**config.mk**
```make
export PLATFORM = sky130hd
export DESIGN_NAME = imu_telemetry_tx
export DESIGN_NICKNAME = d
export VERILOG_FILES = /design/src/rtl/imu_telemetry_tx.sv
export SDC_FILE = /design/constraint.sdc
export NUM_CORES = 1
export LEC_CHECK = 0
export ABC_CLOCK_PERIOD_IN_PS = 4500
export CAP_MARGIN = 20
export CELL_PAD_IN_SITES_DETAIL_PLACEMENT = 0
export CELL_PAD_IN_SITES_GLOBAL_PLACEMENT = 1
export CORE_MARGIN = 4
export CORE_UTILIZATION = 46
export DETAILED_ROUTE_END_ITERATION = 8
export MAX_ROUTING_LAYER = met4
export PLACE_DENSITY = 0.9
export SLEW_MARGIN = 30
export SYNTH_ARGS = -nofsm -noshare
export SYNTH_HDL_FRONTEND = slang
export SYNTH_SLANG_ARGS = --single-unit
```
**constraint.sdc**
```tcl
create_clock -name clk -period 4.5 [get_ports clk]
set_clock_uncertainty 0.2 [all_clocks]
set_input_delay 0.9 -clock clk [delete_from_list [all_inputs] [get_ports clk]]
set_output_delay 0.9 -clock clk [all_outputs]
set_load 0.02 [all_outputs]
```
**src/rtl/imu_telemetry_tx.sv**
```systemverilog
// Frames a snapshot of six 32-bit integrator outputs into a 27-byte packet and sends it as 8N1 UART, LSB first.
// Latency: start bit of the first header byte is driven on the edge that accepts start; a frame lasts 270*CLKS_PER_BIT cycles.
// Backpressure: no queueing; a start seen while busy is dropped and flagged with a one-cycle overrun pulse.
module imu_telemetry_tx #(
    parameter int          CLKS_PER_BIT = 434,
    parameter logic [7:0]  HDR0         = 8'hAA,
    parameter logic [7:0]  HDR1         = 8'h55
) (
    input  logic        clk,
    input  logic        reset_n,
    input  logic        start,
    input  logic [31:0] vx,
    input  logic [31:0] vy,
    input  logic [31:0] vz,
    input  logic [31:0] gx,
    input  logic [31:0] gy,
    input  logic [31:0] gz,
    output logic        tx_serial,
    output logic        busy,
    output logic        done,
    output logic        overrun
);

    localparam int BAUD_W = (CLKS_PER_BIT > 1) ? $clog2(CLKS_PER_BIT) : 1;

    typedef enum logic [1:0] {
        S_IDLE  = 2'd0,
        S_START = 2'd1,
        S_DATA  = 2'd2,
        S_STOP  = 2'd3
    } state_t;

    state_t              r_state;
    state_t              w_state_next;

    logic [BAUD_W-1:0]   r_baud;
    logic [2:0]          r_bit_idx;
    logic [4:0]          r_byte_idx;
    logic [191:0]        r_payload;
    logic [7:0]          r_csum;
    logic                r_tx;
    logic                r_done;
    logic                r_overrun;

    logic [191:0]        w_in_payload;
    logic [7:0]          w_csum_in;
    logic [7:0]          w_cur_byte;
    logic                w_bit_end;
    logic                w_last_byte;
    logic                w_accept;
    logic                w_tx_next;
    logic                w_done_next;
    logic                w_overrun_next;

    // Payload order on the wire is vx first, so vx sits in the low bits.
    assign w_in_payload = {gz, gy, gx, vz, vy, vx};
    assign w_bit_end    = (r_baud == BAUD_W'(CLKS_PER_BIT - 1));
    assign w_last_byte  = (r_byte_idx == 5'd26);
    assign w_accept     = start && (r_state == S_IDLE);

    // Checksum over the 24 payload bytes, taken from the live inputs so it lands together with the snapshot.
    always_comb begin
        w_csum_in = 8'h00;
        for (int i = 0; i < 24; i++) begin
            w_csum_in = w_csum_in + w_in_payload[i*8 +: 8];
        end
    end

    // Select the byte currently on the wire: two headers, 24 snapshot bytes, then the checksum.
    always_comb begin
        w_cur_byte = 8'h00;
        if (r_byte_idx == 5'd0) begin
            w_cur_byte = HDR0;
        end else if (r_byte_idx == 5'd1) begin
            w_cur_byte = HDR1;
        end else if (w_last_byte) begin
            w_cur_byte = r_csum;
        end else begin
            for (int i = 0; i < 24; i++) begin
                if (r_byte_idx == 5'(i + 2)) begin
                    w_cur_byte = r_payload[i*8 +: 8];
                end
            end
        end
    end

    // State register plus the registered line, done and overrun outputs; reset forces the line idle at once.
    always_ff @(posedge clk or negedge reset_n) begin
        if (!reset_n) begin
            r_state   <= S_IDLE;
            r_tx      <= 1'b1;
            r_done    <= 1'b0;
            r_overrun <= 1'b0;
        end else begin
            r_state   <= w_state_next;
            r_tx      <= w_tx_next;
            r_done    <= w_done_next;
            r_overrun <= w_overrun_next;
        end
    end

    // Next-state: start bit, eight data bits, stop bit, repeated per byte until the checksum byte ends.
    always_comb begin
        w_state_next = r_state;
        case (r_state)
            S_IDLE: begin
                if (w_accept) w_state_next = S_START;
            end
            S_START: begin
                if (w_bit_end) w_state_next = S_DATA;
            end
            S_DATA: begin
                if (w_bit_end && (r_bit_idx == 3'd7)) w_state_next = S_STOP;
            end
            S_STOP: begin
                if (w_bit_end) w_state_next = w_last_byte ? S_IDLE : S_START;
            end
            default: w_state_next = S_IDLE;
        endcase
    end

    // Output decode: value the line takes for the next bit cell, end-of-frame pulse, rejected-start pulse.
    always_comb begin
        w_tx_next      = r_tx;
        w_done_next    = 1'b0;
        w_overrun_next = start && (r_state != S_IDLE);
        case (r_state)
            S_IDLE: begin
                w_tx_next = w_accept ? 1'b0 : 1'b1;
            end
            S_START: begin
                if (w_bit_end) w_tx_next = w_cur_byte[0];
            end
            S_DATA: begin
                if (w_bit_end) begin
                    w_tx_next = (r_bit_idx == 3'd7) ? 1'b1 : w_cur_byte[r_bit_idx + 3'd1];
                end
            end
            S_STOP: begin
                if (w_bit_end) begin
                    // Next byte's start bit follows immediately; after the checksum the line stays high.
                    w_tx_next   = w_last_byte ? 1'b1 : 1'b0;
                    w_done_next = w_last_byte;
                end
            end
            default: w_tx_next = 1'b1;
        endcase
    end

    // Datapath: snapshot and checksum on acceptance, then baud, bit and byte counters while a frame is in flight.
    always_ff @(posedge clk or negedge reset_n) begin
        if (!reset_n) begin
            r_baud     <= '0;
            r_bit_idx  <= 3'd0;
            r_byte_idx <= 5'd0;
            r_payload  <= '0;
            r_csum     <= 8'h00;
        end else if (w_accept) begin
            r_payload  <= w_in_payload;
            r_csum     <= w_csum_in;
            r_baud     <= '0;
            r_bit_idx  <= 3'd0;
            r_byte_idx <= 5'd0;
        end else if (r_state != S_IDLE) begin
            if (w_bit_end) begin
                r_baud <= '0;
                // Bit index wraps from 7 back to 0 on its own, ready for the next byte.
                if (r_state == S_DATA) r_bit_idx <= r_bit_idx + 3'd1;
                if (r_state == S_STOP) r_byte_idx <= w_last_byte ? 5'd0 : r_byte_idx + 5'd1;
            end else begin
                r_baud <= r_baud + BAUD_W'(1);
            end
        end
    end

    assign tx_serial = r_tx;
    assign busy      = (r_state != S_IDLE);
    assign done      = r_done;
    assign overrun   = r_overrun;

endmodule
```
==> run metrics <==
status finished, violations left; failing checks negative setup slack; die height 191 µm; PwrDens 745 nW/µm²; CP dominant cell by count fa_1; synthesized cell area 15400 µm²; CP arrival 6.00 ns; Max Cap Viol 0; critical path's largest stage delay 0.56 ns; Post-Layout Cell Count 2484; Achievable Freq 172 MHz; Max IR drop VDD 1870 µV; crit path max fanout 2; die area 36500 µm²; Synth cell types 85; Max clock buf depth 3; crit path launch gy[19]; Yosys Warn Count 0; grt ovf 0; Worst path slowest cell fa_1; Routed WL 53.6 mm; Mapped Cells 1744; Setup crit end kind flop; wire length of the first global-routing pass 81.2 mm; Synth area leader dfrtp_1; layout cell share with drive strength beyond 1 18.3%; Synth Net Count 2104; # hold bufs at CTS 0; crit share post-route 129%; synthesis-to-finish area growth 26.7%; RR Endpoint tx_serial; Pint 8.73 mW; WL/cell 21.6 µm; largest net degree at the start of global routing 152; most frequent cells in the layout 582 x nand2_1, 220 x dfrtp_1, 138 x buf_4; CTS tree built; switching power 5.81 mW; DRC Markers 0; Final Setup Violations 6; CTS clk-pin slew, worst paths 0.06 ns; Max Slew Vio Count 0; final-layout fill cell count 2969; Seq pwr share 13.7%; FFs w/ async S/R, synth 100%; core area 32800 µm²; CTS sink count 222; Synth area leaders dfrtp_1 36%, fa_1 18%, nand2_1 14%, inv_1 4.1%, xnor2_1 2.4%; final core occ 59.5%; TritonRoute pass-1 iters 6; IO buf count 198; Nets 2382; 1st-iter DRT viols 1383; Die W 191 µm; synthesized area per cell 8.83 µm²; routability cong. 0.958; dpl cells 2432; CTS Buf Count 26; post-synth top area share 35.9%; FF-to-FF Start r_byte_idx[0]; worst min path class in -> async; clock latency on the worst-skew pair 0.55 ns; crit path buf inv count 5; post-synthesis sequential area ratio 36.1%; Net Sw Frac 40.0%; FP Rows 66; Starting Density 47.0%; Hold Vio Cnt, Final 0; initial antenna violation count 1; vias post-DR 13700; worst setup path endpoint r_csum[7]; Main synth FF type dfrtp_1; Setup WS post-layout -1.30 ns; crit-path cells dlygate4sd2_1, fa_1, fa_2, fa_1, inv_2, fa_1, fa_1, fa_1, fa_1, inv_2, ha_4, inv_2, fa_2, inv_2, a21o_1, a21oi_2, xnor2_1, xnor2_1, xnor2_1, o21ai_1; reg2reg setup slack 0.41 ns; Pwr Total 14.5 mW; static leakage 9.83 nW; Worst path top cell family by delay adder cells; Crit path depth 20; All-Layer GR Usage 30.0%; CP Data Required Time 4.70 ns; htree depth 1; Top-Level Pins 199; cells on worst reg2reg path 10; #FFs+latches synth 222; clock power share 14.9%; RSZ-0062 raised after global routing yes; Logic pwr share 71.3%; Slew @ Worst Pin 1.05 ns; min Tclk post-route 5.80 ns; Final ANT Viol Nets 0; Final HPWL DP 41.7 mm; CP Class in -> reg; most common cell after layout, fill and taps aside nand2_1; CTS root buffer clkbuf_16; number of global-route vias before repair 14000; crit path launch type primary input; Slew headroom 29.8%; Vias/cell 5.53; EDFF count, synth 0
## cell families (layout without fill, tap and decap cells)
logic type      Yosys count  count (layout)  share of synthesized area [%]
compound gates          272             272                           11.9
xor+xnor                 54              54                           3.07
fa+ha+maj               165             165                           20.0
buf+inv                 261             558                           6.82
flops                   222             222                           36.1
mux                       4               4                          0.268
other cells               0               1                              0
simple gates            766             766                           21.8
## synth_stat cells (all sizes together) (4+ instances only)
cell and instances:
a2111oi 5, a211oi 14, a21o 6, a21oi 52
a221oi 12, a311oi 6, a31oi 10, and3 5
and4b 8, and4bb 4, buf 35, clkbuf 59
dfrtp 221, fa 136, ha 29, inv 167
nand2 584, nand2b 8, nand3 21, nand3b 4
nand4 10, nand4b 10, nand4bb 6, nor2 48
nor2b 10, nor3 17, nor3b 6, nor4 5
o2111ai 5, o211ai 5, o21a 4, o21ai 74
o221ai 14, o22ai 19, o31ai 5, o32ai 5
or2 6, or3 4, xnor2 42, xor2 12
## state kept, by name, summed over array words and instances (netlist names)
register / cells
tx_serial: 1
overrun: 1
r_baud: 9
r_payload: 192
done: 1
r_csum: 8
r_bit_idx: 3
r_byte_idx: 5
r_state: 2
## worst min path at each step
stage                   start             end  slack [ns]  cells after the start
6_report              reset_n  r_payload[187]        0.25                      1
5_1_grt         r_payload[81]   r_payload[81]        0.30                      2
4_1_cts        r_payload[119]  r_payload[119]        0.27                      2
3_5_place_dp   r_payload[119]  r_payload[119]        0.26                      2
3_3_place_gp    r_payload[72]   r_payload[72]        0.26                      2
2_1_floorplan  r_payload[106]  r_payload[106]        0.24                      2
## timing repair
action	in CTS	in global routing
setup buffers	4	0
gates resized for setup	342	80
pin swaps	100	65
endpoints found under the setup margin	6	6
## per-layer routing
| metal | track usage [%] | up-vias | wire (µm) |
|---|---|---|---|
| met5 | - | - | 0 |
| met4 | 8.90 | 0 | 1900 |
| met3 | 6.50 | 122 | 4930 |
| met2 | 45.4 | 663 | 24400 |
| met1 | 41.1 | 6724 | 22400 |
| li1 | - | 6236 | - |
## power by group through the flow
| stage | logic [mW] | clock network, mW | registers (mW) |
|---|---|---|---|
| finish | 10.4 | 2.17 | 2.00 |
| CTS | 8.83 | 2.18 | 2.00 |
| floorplan | 5.47 | 0 | 2.03 |
| global route | 11.3 | 2.27 | 2.00 |
| detailed placement | 7.87 | 0 | 2.03 |
| global placement | 7.88 | 0 | 2.03 |
## through the flow
stage | TNS [ns] | instance area, µm² | hold WS [ns] | setup slack, ns
after global routing | -5.19 | 19500 | 0.300 | -1.45
after CTS | -4.99 | 19400 | 0.271 | -1.36
after global placement | -10.50 | 18700 | 0.258 | -2.26
after detailed placement | -10.56 | 18700 | 0.257 | -2.26
final | -4.58 | 19500 | 0.254 | -1.30
after floorplan | -5.63 | 15400 | 0.237 | -1.54
## cell type report
cell class                 instances  area, µm²  area share, %
sequential                       222       5560           28.5
tap                              442        553           2.83
antenna                            1       2.50         0.0128
multi-input combinational       1261       8980           46.0
clock inverter                    12        114          0.583
timing repair buffer             344       2920           15.0
clock buffer                      35        756           3.87
inverter                         167        627           3.21
Power figures use the tool's default switching activity.
